==> src/rtl/pa_bus.sv <==
// Shared types and defaults for the external bus interface unit.
// Holds the controller state encoding, region encoding and timing constants.
package pa_bus;

  typedef enum logic [2:0] {
    ST_IDLE,
    ST_SETUP,
    ST_STROBE,
    ST_HOLD,
    ST_DMA_REQ,
    ST_DMA_GNT,
    ST_DMA_REL
  } e_bus_state;

  typedef enum logic [1:0] {
    RG_ROM,
    RG_RAM,
    RG_IO
  } e_bus_region;

  localparam int WAIT_W = 4;

  localparam int DEF_ROM_WAIT = 2;
  localparam int DEF_RAM_WAIT = 1;
  localparam int DEF_IO_WAIT  = 3;
  localparam int DEF_TIMEOUT  = 64;

  localparam logic [21:0] DEF_ROM_LIMIT = 22'h00_8000;

endpackage

==> src/rtl/bus_region_decode.sv <==
// Maps a CPU address and memory/IO select onto a bus region
// and the number of extra strobe cycles that region needs.
module bus_region_decode
  import pa_bus::*;
#(
  parameter int          ROM_WAIT  = DEF_ROM_WAIT,
  parameter int          RAM_WAIT  = DEF_RAM_WAIT,
  parameter int          IO_WAIT   = DEF_IO_WAIT,
  parameter logic [21:0] ROM_LIMIT = DEF_ROM_LIMIT
) (
  input  logic [21:0]       addr,
  input  logic              mem_io,
  output e_bus_region       region,
  output logic [WAIT_W-1:0] wait_n
);

  always_comb begin
    region = RG_RAM;
    wait_n = WAIT_W'(RAM_WAIT);
    unique case (1'b1)
      !mem_io: begin
        region = RG_IO;
        wait_n = WAIT_W'(IO_WAIT);
      end
      mem_io && (addr < ROM_LIMIT): begin
        region = RG_ROM;
        wait_n = WAIT_W'(ROM_WAIT);
      end
      mem_io && (addr >= ROM_LIMIT): begin
        region = RG_RAM;
        wait_n = WAIT_W'(RAM_WAIT);
      end
    endcase
  end

endmodule

==> src/rtl/bus_controller.sv <==
// Bus interface unit: turns CPU rd/wr levels into timed ROM/RAM/IO
// cycles with wait states, ready stretching, timeout and DMA handover.
module bus_controller
  import pa_bus::*;
#(
  parameter int          ROM_WAIT  = DEF_ROM_WAIT,
  parameter int          RAM_WAIT  = DEF_RAM_WAIT,
  parameter int          IO_WAIT   = DEF_IO_WAIT,
  parameter logic [21:0] ROM_LIMIT = DEF_ROM_LIMIT,
  parameter int          TIMEOUT   = DEF_TIMEOUT
) (
  input  logic        clk,
  input  logic        arst,
  input  logic [21:0] cpu_addr,
  input  logic [7:0]  cpu_data_out,
  input  logic        cpu_rd,
  input  logic        cpu_wr,
  input  logic        cpu_mem_io,
  output logic [7:0]  cpu_data_in,
  output logic        cpu_wait,
  output logic        cpu_dma_req,
  input  logic        cpu_dma_ack,
  input  logic        ext_dma_req,
  output logic        ext_dma_ack,
  output logic [21:0] bus_addr,
  output logic [7:0]  bus_data_out,
  output logic        bus_data_oe,
  input  logic [7:0]  bus_data_in,
  output logic        bus_rom_cs_n,
  output logic        bus_ram_cs_n,
  output logic        bus_io_cs_n,
  output logic        bus_oe_n,
  output logic        bus_we_n,
  input  logic        bus_ready,
  output logic        bus_own,
  output logic        bus_err
);

  localparam int TW = $clog2(TIMEOUT) + 1;

  e_bus_state        state;
  e_bus_region       region;
  logic [WAIT_W-1:0] wait_n;
  logic [WAIT_W-1:0] wait_q;
  logic [WAIT_W-1:0] cnt;
  logic [TW-1:0]     tcnt;

  logic req_lvl, req_prev, rise;
  logic pend, pend_wr, req, req_wr, wr_q;
  logic st_done, st_tout;

  bus_region_decode #(
    .ROM_WAIT  (ROM_WAIT),
    .RAM_WAIT  (RAM_WAIT),
    .IO_WAIT   (IO_WAIT),
    .ROM_LIMIT (ROM_LIMIT)
  ) u_dec (
    .addr   (cpu_addr),
    .mem_io (cpu_mem_io),
    .region (region),
    .wait_n (wait_n)
  );

  // rd and wr together is not a request and must not arm the detector
  assign req_lvl = cpu_rd ^ cpu_wr;
  assign rise    = req_lvl & ~req_prev;
  assign req     = rise | pend;
  assign req_wr  = rise ? cpu_wr : pend_wr;
  assign st_done = (cnt == '0) && bus_ready;
  assign st_tout = !st_done && (tcnt == TW'(TIMEOUT - 1));

  always_ff @(posedge clk) begin
    if (arst) begin
      state        <= ST_IDLE;
      req_prev     <= req_lvl;
      pend         <= 1'b0;
      pend_wr      <= 1'b0;
      wr_q         <= 1'b0;
      wait_q       <= '0;
      cnt          <= '0;
      tcnt         <= '0;
      cpu_data_in  <= 8'h00;
      cpu_wait     <= 1'b0;
      cpu_dma_req  <= 1'b0;
      ext_dma_ack  <= 1'b0;
      bus_addr     <= '0;
      bus_data_out <= 8'h00;
      bus_data_oe  <= 1'b0;
      bus_rom_cs_n <= 1'b1;
      bus_ram_cs_n <= 1'b1;
      bus_io_cs_n  <= 1'b1;
      bus_oe_n     <= 1'b1;
      bus_we_n     <= 1'b1;
      bus_own      <= 1'b1;
      bus_err      <= 1'b0;
    end else begin
      req_prev <= req_lvl;
      bus_err  <= 1'b0;
      pend     <= pend | rise;
      if (rise) pend_wr <= cpu_wr;
      unique case (state)
        ST_IDLE: begin
          if (ext_dma_req) begin
            state       <= ST_DMA_REQ;
            cpu_dma_req <= 1'b1;
          end else if (req) begin
            state        <= ST_SETUP;
            pend         <= 1'b0;
            wr_q         <= req_wr;
            wait_q       <= wait_n;
            bus_addr     <= cpu_addr;
            bus_data_out <= cpu_data_out;
            bus_data_oe  <= req_wr;
            cpu_wait     <= 1'b1;
            bus_rom_cs_n <= region != RG_ROM;
            bus_ram_cs_n <= region != RG_RAM;
            bus_io_cs_n  <= region != RG_IO;
          end
        end
        ST_SETUP: begin
          state <= ST_STROBE;
          cnt   <= wait_q;
          tcnt  <= '0;
          if (wr_q) bus_we_n <= 1'b0;
          else      bus_oe_n <= 1'b0;
        end
        ST_STROBE: begin
          if (st_done || st_tout) begin
            state    <= ST_HOLD;
            bus_oe_n <= 1'b1;
            bus_we_n <= 1'b1;
            cpu_wait <= 1'b0;
            bus_err  <= st_tout;
            if (!wr_q)
              cpu_data_in <= st_tout ? 8'hFF : bus_data_in;
          end else begin
            tcnt <= tcnt + TW'(1);
            if (cnt != '0) cnt <= cnt - WAIT_W'(1);
          end
        end
        ST_HOLD: begin
          state        <= ST_IDLE;
          bus_data_oe  <= 1'b0;
          bus_rom_cs_n <= 1'b1;
          bus_ram_cs_n <= 1'b1;
          bus_io_cs_n  <= 1'b1;
        end
        ST_DMA_REQ: begin
          if (cpu_dma_ack) begin
            state       <= ST_DMA_GNT;
            ext_dma_ack <= 1'b1;
            bus_own     <= 1'b0;
          end
        end
        ST_DMA_GNT: begin
          if (!ext_dma_req) begin
            state       <= ST_DMA_REL;
            ext_dma_ack <= 1'b0;
            cpu_dma_req <= 1'b0;
            bus_own     <= 1'b1;
          end
        end
        ST_DMA_REL: begin
          if (!cpu_dma_ack) state <= ST_IDLE;
        end
        default: state <= ST_IDLE;
      endcase
    end
  end

endmodule
==> config.mk <==
export PLATFORM = sky130hd
export DESIGN_NAME = bus_controller
export DESIGN_NICKNAME = d
export VERILOG_FILES = /design/src/rtl/pa_bus.sv /design/src/rtl/bus_region_decode.sv /design/src/rtl/bus_controller.sv
export SDC_FILE = /design/constraint.sdc
export NUM_CORES = 1
export LEC_CHECK = 0
export BUFFER_PORTS_ARGS = -buffer_cell sky130_fd_sc_hd__buf_2
export CAP_MARGIN = 25
export CORE_ASPECT_RATIO = 1.75
export CORE_UTILIZATION = 40
export CTS_BUF_LIST = sky130_fd_sc_hd__clkbuf_8
export CTS_CLUSTER_DIAMETER = 150
export CTS_CLUSTER_SIZE = 16
export DETAILED_ROUTE_END_ITERATION = 8
export GPL_TIMING_DRIVEN = 1
export PLACE_DENSITY = 0.64
export REMOVE_ABC_BUFFERS = 1
export SLEW_MARGIN = 20
export SYNTH_ARGS = -nofsm -noshare
export SYNTH_HDL_FRONTEND = slang
export SYNTH_SLANG_ARGS = --single-unit
==> constraint.sdc <==
create_clock -name clk -period 2.24 [get_ports clk]
set_input_delay 0.448 -clock clk [delete_from_list [all_inputs] [get_ports clk]]
set_output_delay 0.448 -clock clk [all_outputs]
set_load 0.02 [all_outputs]
**After elaboration in Yosys (flattened, before gate mapping)**

Index checks and enable logic that the tools add are counted.

- Output and inout bits: 49
- Input bits: 46
- Register bits: 71

- $add $sub $neg: 2
- Bitwise gates (word level): 8
- Reduce and logical (&&, ||, !) cells: 28
- Mux-type cells: 47
- Magnitude comparators: 2
- Equal/unequal tests: 21

Operators by type and width:

| operator | number |
|---|---|
| 2-bit inequality test (second input constant) | 12 |
| 3-bit AND reduction | 8 |
| 22-bit by 16-bit >= comparator with 1-bit output (second input constant) | 1 |
| 22-bit by 16-bit < comparator with 1-bit output (second input constant) | 1 |
| 1-bit two-way mux | 22 |
| 1-bit case mux with 2 select lines | 10 |
| 3-bit two-way mux | 6 |
| 3-bit case mux with 6 select lines | 1 |
| 7-bit case mux with 2 select lines | 1 |
| 4-bit case mux with 3 select lines | 1 |
| 2-bit nonzero test | 6 |
| 3-bit equality test (second input constant) | 3 |
| 4-bit two-way mux | 2 |
| 8-bit two-way mux | 1 |
| 4-bit case mux with 2 select lines | 1 |
| 7-bit by 1-bit adder with 7-bit output (second input constant) | 1 |
| 7-bit by 6-bit equality test with 1-bit output (second input constant) | 1 |
| 7-bit two-way mux | 1 |
| 3-bit by 2-bit equality test with 1-bit output (second input constant) | 2 |
| 2-bit case mux with 3 select lines | 1 |
| 1-bit NOT | 5 |
| 5-bit AND reduction | 1 |
| 1-bit logical AND | 4 |
| 4-bit logical NOT | 1 |
| 14 further kinds | 15 |

**Logic depth before layout (Yosys ltp)**

- Depth in word-level cells: 7
- Depth in mapped cells: 7
- Gate-level depth less buffers: 6

**By module**

From an unflattened synthesis, not the netlist that was laid out.

- Cell total of the unflattened synthesis: 359
- Area, all modules: 3075.4 um^2

By module, submodules not included:

| module | times used | area an instance (um^2) | cells each |
|---|---|---|---|
| bus_controller | 1 | 3017.9 | 350 |
| bus_region_decode | 1 | 57.6 | 9 |

**Worst setup path after synthesis**

OpenSTA, ideal clock, no wires.

- Path type: register -> register
- Start point: register cnt[0]
- End point: register tcnt[5]
- Period minus slack after synthesis: 1.607 ns
- Path slack: 0.633 ns
- Cell stages (with the launch flop): 7
- Path buffers: 0
- Library setup time: 0.070 ns
- Required time: 2.170 ns
- Data arrival time: 1.537 ns
- Cell sequence: dfxtp_1 inv_1 ha_1 nand4bb_2 o211ai_2 or4_1 a21oi_1

- Word-level cells in the longest chain between the ends: 7

RTL lines:

| item | line | source |
|---|---|---|
| from (decl) | bus_controller.sv:45 | `logic [WAIT_W-1:0] cnt;` |
| from (signal assigned) | bus_controller.sv:122 | `cnt <= wait_q;` |
| from (signal assigned) | bus_controller.sv:138 | `if (cnt != '0) cnt <= cnt - WAIT_W'(1);` |
| 4-bit logical NOT * | bus_controller.sv:69 | `assign st_done = (cnt == '0) && bus_ready;` |
| 1-bit logical AND * | bus_controller.sv:69 |  |
| 1-bit logical NOT | bus_controller.sv:70 | `assign st_tout = !st_done && (tcnt == TW'(TIMEOUT - 1));` |
| 1-bit logical AND | bus_controller.sv:70 |  |
| 1-bit logical OR * | bus_controller.sv:128 | `if (st_done \|\| st_tout) begin` |
| 2-bit inequality test (no line) * | -- |  |
| 2-bit AND reduction (no line) * | -- |  |
| to (signal assigned) | bus_controller.sv:137 | `tcnt <= tcnt + TW'(1);` |
| to (decl) | bus_controller.sv:46 | `logic [TW-1:0] tcnt;` |

Every way passes the cells marked *; elsewhere a longest branch is shown, timed or not.
A chain may end at the register's enable or synchronous reset.

**Worst setup path after layout**

- Start point: register state[1]
- End point: register tcnt[5]

- Word-level cells in the longest chain between the ends: 3
- Elaborated cells between the ends (all ways): 6
- Classes of those cells: eq/ne: 3; mux: 1; reduce/logical: 2

RTL lines:

| item | line | source |
|---|---|---|
| from (decl) | bus_controller.sv:41 | `e_bus_state state;` |
| from (signal assigned) | bus_controller.sv:74 | `state <= ST_IDLE;` |
| from (signal assigned) | bus_controller.sv:104 | `state <= ST_DMA_REQ;` |
| from (signal assigned) | bus_controller.sv:107 | `state <= ST_SETUP;` |
| 3-bit by 2-bit equality test with 1-bit output or 3-bit by 1-bit equality test with 1-bit output (tied branches) | bus_controller.sv:101 | `unique case (state)` |
| 2-bit inequality test (no line) or 2-bit nonzero test (tied branches) | -- |  |
| 2-bit AND reduction (no line) | -- |  |

Several ways; a longest one is shown, not always the timed one.

==> impl_summary.md <==
Outcome
The flow ran to the end, and the final reports show no timing, DRC or antenna violations.

Setup path
The endpoint type of the worst setup path is a flip-flop. For this run, the slowest stage of the critical path takes 570 ps. The highest fanout seen on the critical path is 13.

The kind of launch point of the worst setup path is a flip-flop. Counting both buffers and inverters, the worst setup path holds a total of 1. In this run the worst setup path begins at state[1]. The classification of the worst setup path is reg2reg. Data on the critical path arrives at its endpoint at 2100 ps. The critical path's top delay family is simple AND/OR/NAND/NOR gates. STA puts the critical path data required time at 2510 ps. The signal on the critical path passes through nor3b_2 -> buf_4 -> o211ai_2 -> or4_1 -> a21oi_1.

The worst register-to-register path begins at state[1]. The slowest cell on the critical path is dfxtp_1.

Worst hold path
The type of the worst min-delay path is in2reg. The startpoint of the most critical hold path is cpu_data_out[3].

Pwr
Internal power comes to 2050 uW. The clock share of power is 37.5%. The worst-case IR drop observed on VDD is 0.000491 V. The leakage power summed over all cells is 0.00158 uW. The register share of total power is 48.3%. Total power for the finished layout comes to 2780 uW. The switching fraction of total power is 26.1%.

Power spread over the standard cell area amounts to 776 mW/mm^2. Of the total power, combinational logic draws 14.2%. For this design the total switching power over the nets is 724 uW.

Global routing
The global route total overflow is 0. The maximum number of pins on one net before global-route repair is 34. The global-route wire length before repair is 10800 microns. The number of antenna violations at the first check in global routing is 0. The number of global-route vias before repair is 2560. Global routing used 18.6% of the available tracks across all layers.

Clocking
TritonCTS built the clock tree. The TritonCTS buffer count is 9. Clock-pin slew was measured on the worst setup and hold paths at 70 ps. The number of hold buffers added after CTS was 0. Clock latency on the worst-skew pair, taken at its later pin, is 340 ps.

The number of levels the H-tree was split into is 3. CTS placed an instance of clkbuf_8 at the clock tree root. The number of buffers on the longest clock path is 2. The number of gates resized after CTS was 0. After clock tree synthesis, the setup repair step added 0 buffers. The count of clock tree sinks is 69.

Timing
The total negative slack is 0 ps. The post-layout minimum cycle time is 1830 ps. In this run the tightest slew margin relative to its limit is 64.6%. The final-report max-slew violation count came to 0. After layout, the worst path uses 81.6% of the clock period. The number of hold-slack violations in the final timing report is 0.

Setup violations remaining at the end of the flow were counted as 0. At the pin with the least slew margin, the transition time is 527 ps. Setup repair after global routing left no endpoint under its margin. Derived from the worst setup path, the maximum achievable clock frequency is 0.547 GHz.

Clock skew on the completed layout was measured at 6.53 ps.

Drt
The length of the first detailed-routing pass in iterations is 4. The detail route stage leaves a number of antenna-violating nets equal to 0. The via count is 2557. The initial DRC count is 92. For this run, design rule violations remaining after detail routing come to 0.

Wires add up to 6290 microns. Dividing the detail-routed wire length by the instance count gives 12.5 microns. Using the TritonRoute via totals, the vias-per-cell ratio works out to 5.10.

Placed design
The count of port buffers added during placement is 94. The placed wire-length estimate is 4680 microns. At the end of routability-driven placement, the weighted congestion stood at 0.771.

Final layout
The share of layout cells above drive strength 1 is 32.9%. The layout filler cell count is 610. The final core utilization is 52.2%. The post-synthesis to final-layout area growth is 26.7%.

The number of antenna diodes in the final layout is 0. The final net count is 460.

Yosys
The count of mapped cells out of synthesis is 317. The fraction of registers with async set/reset is 0%. The share of the Yosys chip area taken by registers is 48.9%. The most repeated cell in the gate-level netlist after synthesis is nand2_1. dfxtp_1 takes more of the synthesized area than any other cell. In this run, distinct cell masters in the synthesized netlist total 54. The Yosys step of the flow raised 0 warnings. The area of the mapped netlist is 0.00282 sq mm. Yosys attributes the largest share of cell area to dfxtp_1 49%, nand2_1 9.3%, a21oi_1 7.6%.

In this run, synthesis produced a sequential element count of 69. For this run, the leading register cell type out of synthesis is dfxtp_1. The share of the synthesized area in the top cell type is 48.9%. Ranked by instance count, the synthesized netlist is headed by 70 x nand2_1, 69 x dfxtp_1, 43 x a21oi_1. A synthesized cell averages 8.91 sq um. The number of flops mapped to enable cells by yosys is 0.

Run
Max-cap violations in this run came to 0.

Floorplan
The core region is 0.00686 sq mm. The number of rows in the core area is 40. The die is 65.5 microns wide.

The area of the die is 0.00741 sq mm. In this run the count of I/O pins placed on the die edge is 95. The y dimension of the die is 113 microns. The initial cell density of the core is 41.2%.
[final timing paths]
kind                     end  slack (ps)  depth (start not counted)
min reg2reg      bus_addr[9]         450                          2
min          bus_data_out[3]         340                          3
max reg2reg          tcnt[5]         410                          5
max                  tcnt[5]         410                          5
[area by class of cell]
type | instances | area, sq um | share of cell area (%)
Sequential cell | 69 | 1380 | 38.6
Multi-Input combinational cell | 222 | 1310 | 36.5
Timing Repair Buffer | 103 | 551 | 15.4
Clock buffer | 12 | 165 | 4.62
Tap cell | 84 | 105 | 2.94
Clock inverter | 4 | 45.0 | 1.26
Inverter | 7 | 26.3 | 0.734
[cells in the final DEF, fill, tap and decap left out, types with 2 or more instances in the layout]
master,instances
or4_1,2
nor3b_1,2
xor2_1,3
nand3_1,7
a22oi_1,2
nor2_1,16
or3_1,4
a21oi_1,43
and3_1,3
o211a_1,3
nand2_1,70
dfxtp_1,69
clkbuf_8,12
buf_4,8
o2111ai_1,2
buf_2,94
a2bb2oi_1,2
nor3_1,4
inv_1,7
o21ai_0,6
ha_1,2
nand2b_1,7
nor4_1,2
clkinv_2,3
o21a_1,3
mux2i_1,4
o211ai_1,2
o221a_2,8
[power groups by stage]
stage | Clock, uW | Combinational, uW | Sequential (uW)
floorplan | 0 | 173 | 1420
global placement | 0 | 393 | 1370
detailed placement | 0 | 397 | 1370
CTS | 1080 | 398 | 1340
global route | 1130 | 436 | 1350
finish | 1040 | 394 | 1340
[logic make-up (layout without fill, tap and decap cells)]
logic type	count (synthesis)	after routing	share of synthesized area, %
flops	69	69	48.9
compound gates	84	84	20.9
mux	4	4	1.42
buf+inv	26	126	4.87
fa+ha+maj	2	2	0.886
simple gates	128	128	21.8
xor+xnor	4	4	1.24
[tightest hold or removal path, delay by kind of cell]
family	cells	cell delay, ps
buf+inv	1	90
compound gates	1	50
simple gates	1	40
[per-stage QoR]
step / area (sq um) / hold slack, ps / std cells / worst slack, ps
after floorplan: 2710 / 447 / 298 / 141
after global placement: 3370 / 437 / 485 / 486
after detailed placement: 3370 / 445 / 485 / 442
after CTS: 3580 / 326 / 501 / 416
after global routing: 3580 / 329 / 501 / 271
final: 3580 / 342 / 501 / 413
[layer usage]
| layer | up-vias | wire length, microns | GRT usage (%) |
|---|---|---|---|
| li1 | 1300 | - | - |
| met1 | 1180 | 2480 | 19.3 |
| met2 | 70 | 3290 | 32.9 |
| met3 | 7 | 426 | 6.15 |
| met4 | 0 | 91 | 8.12 |
| met5 | - | 0 | 0 |
[state kept, by name (all words and copies together), names as in the netlist, 2 cells and up]
signal        flops
bus_data_out      8
tcnt              7
state             3
wait_q            2
cpu_data_in       8
bus_addr         22
cnt               4
(Power assumes the default switching activity.)
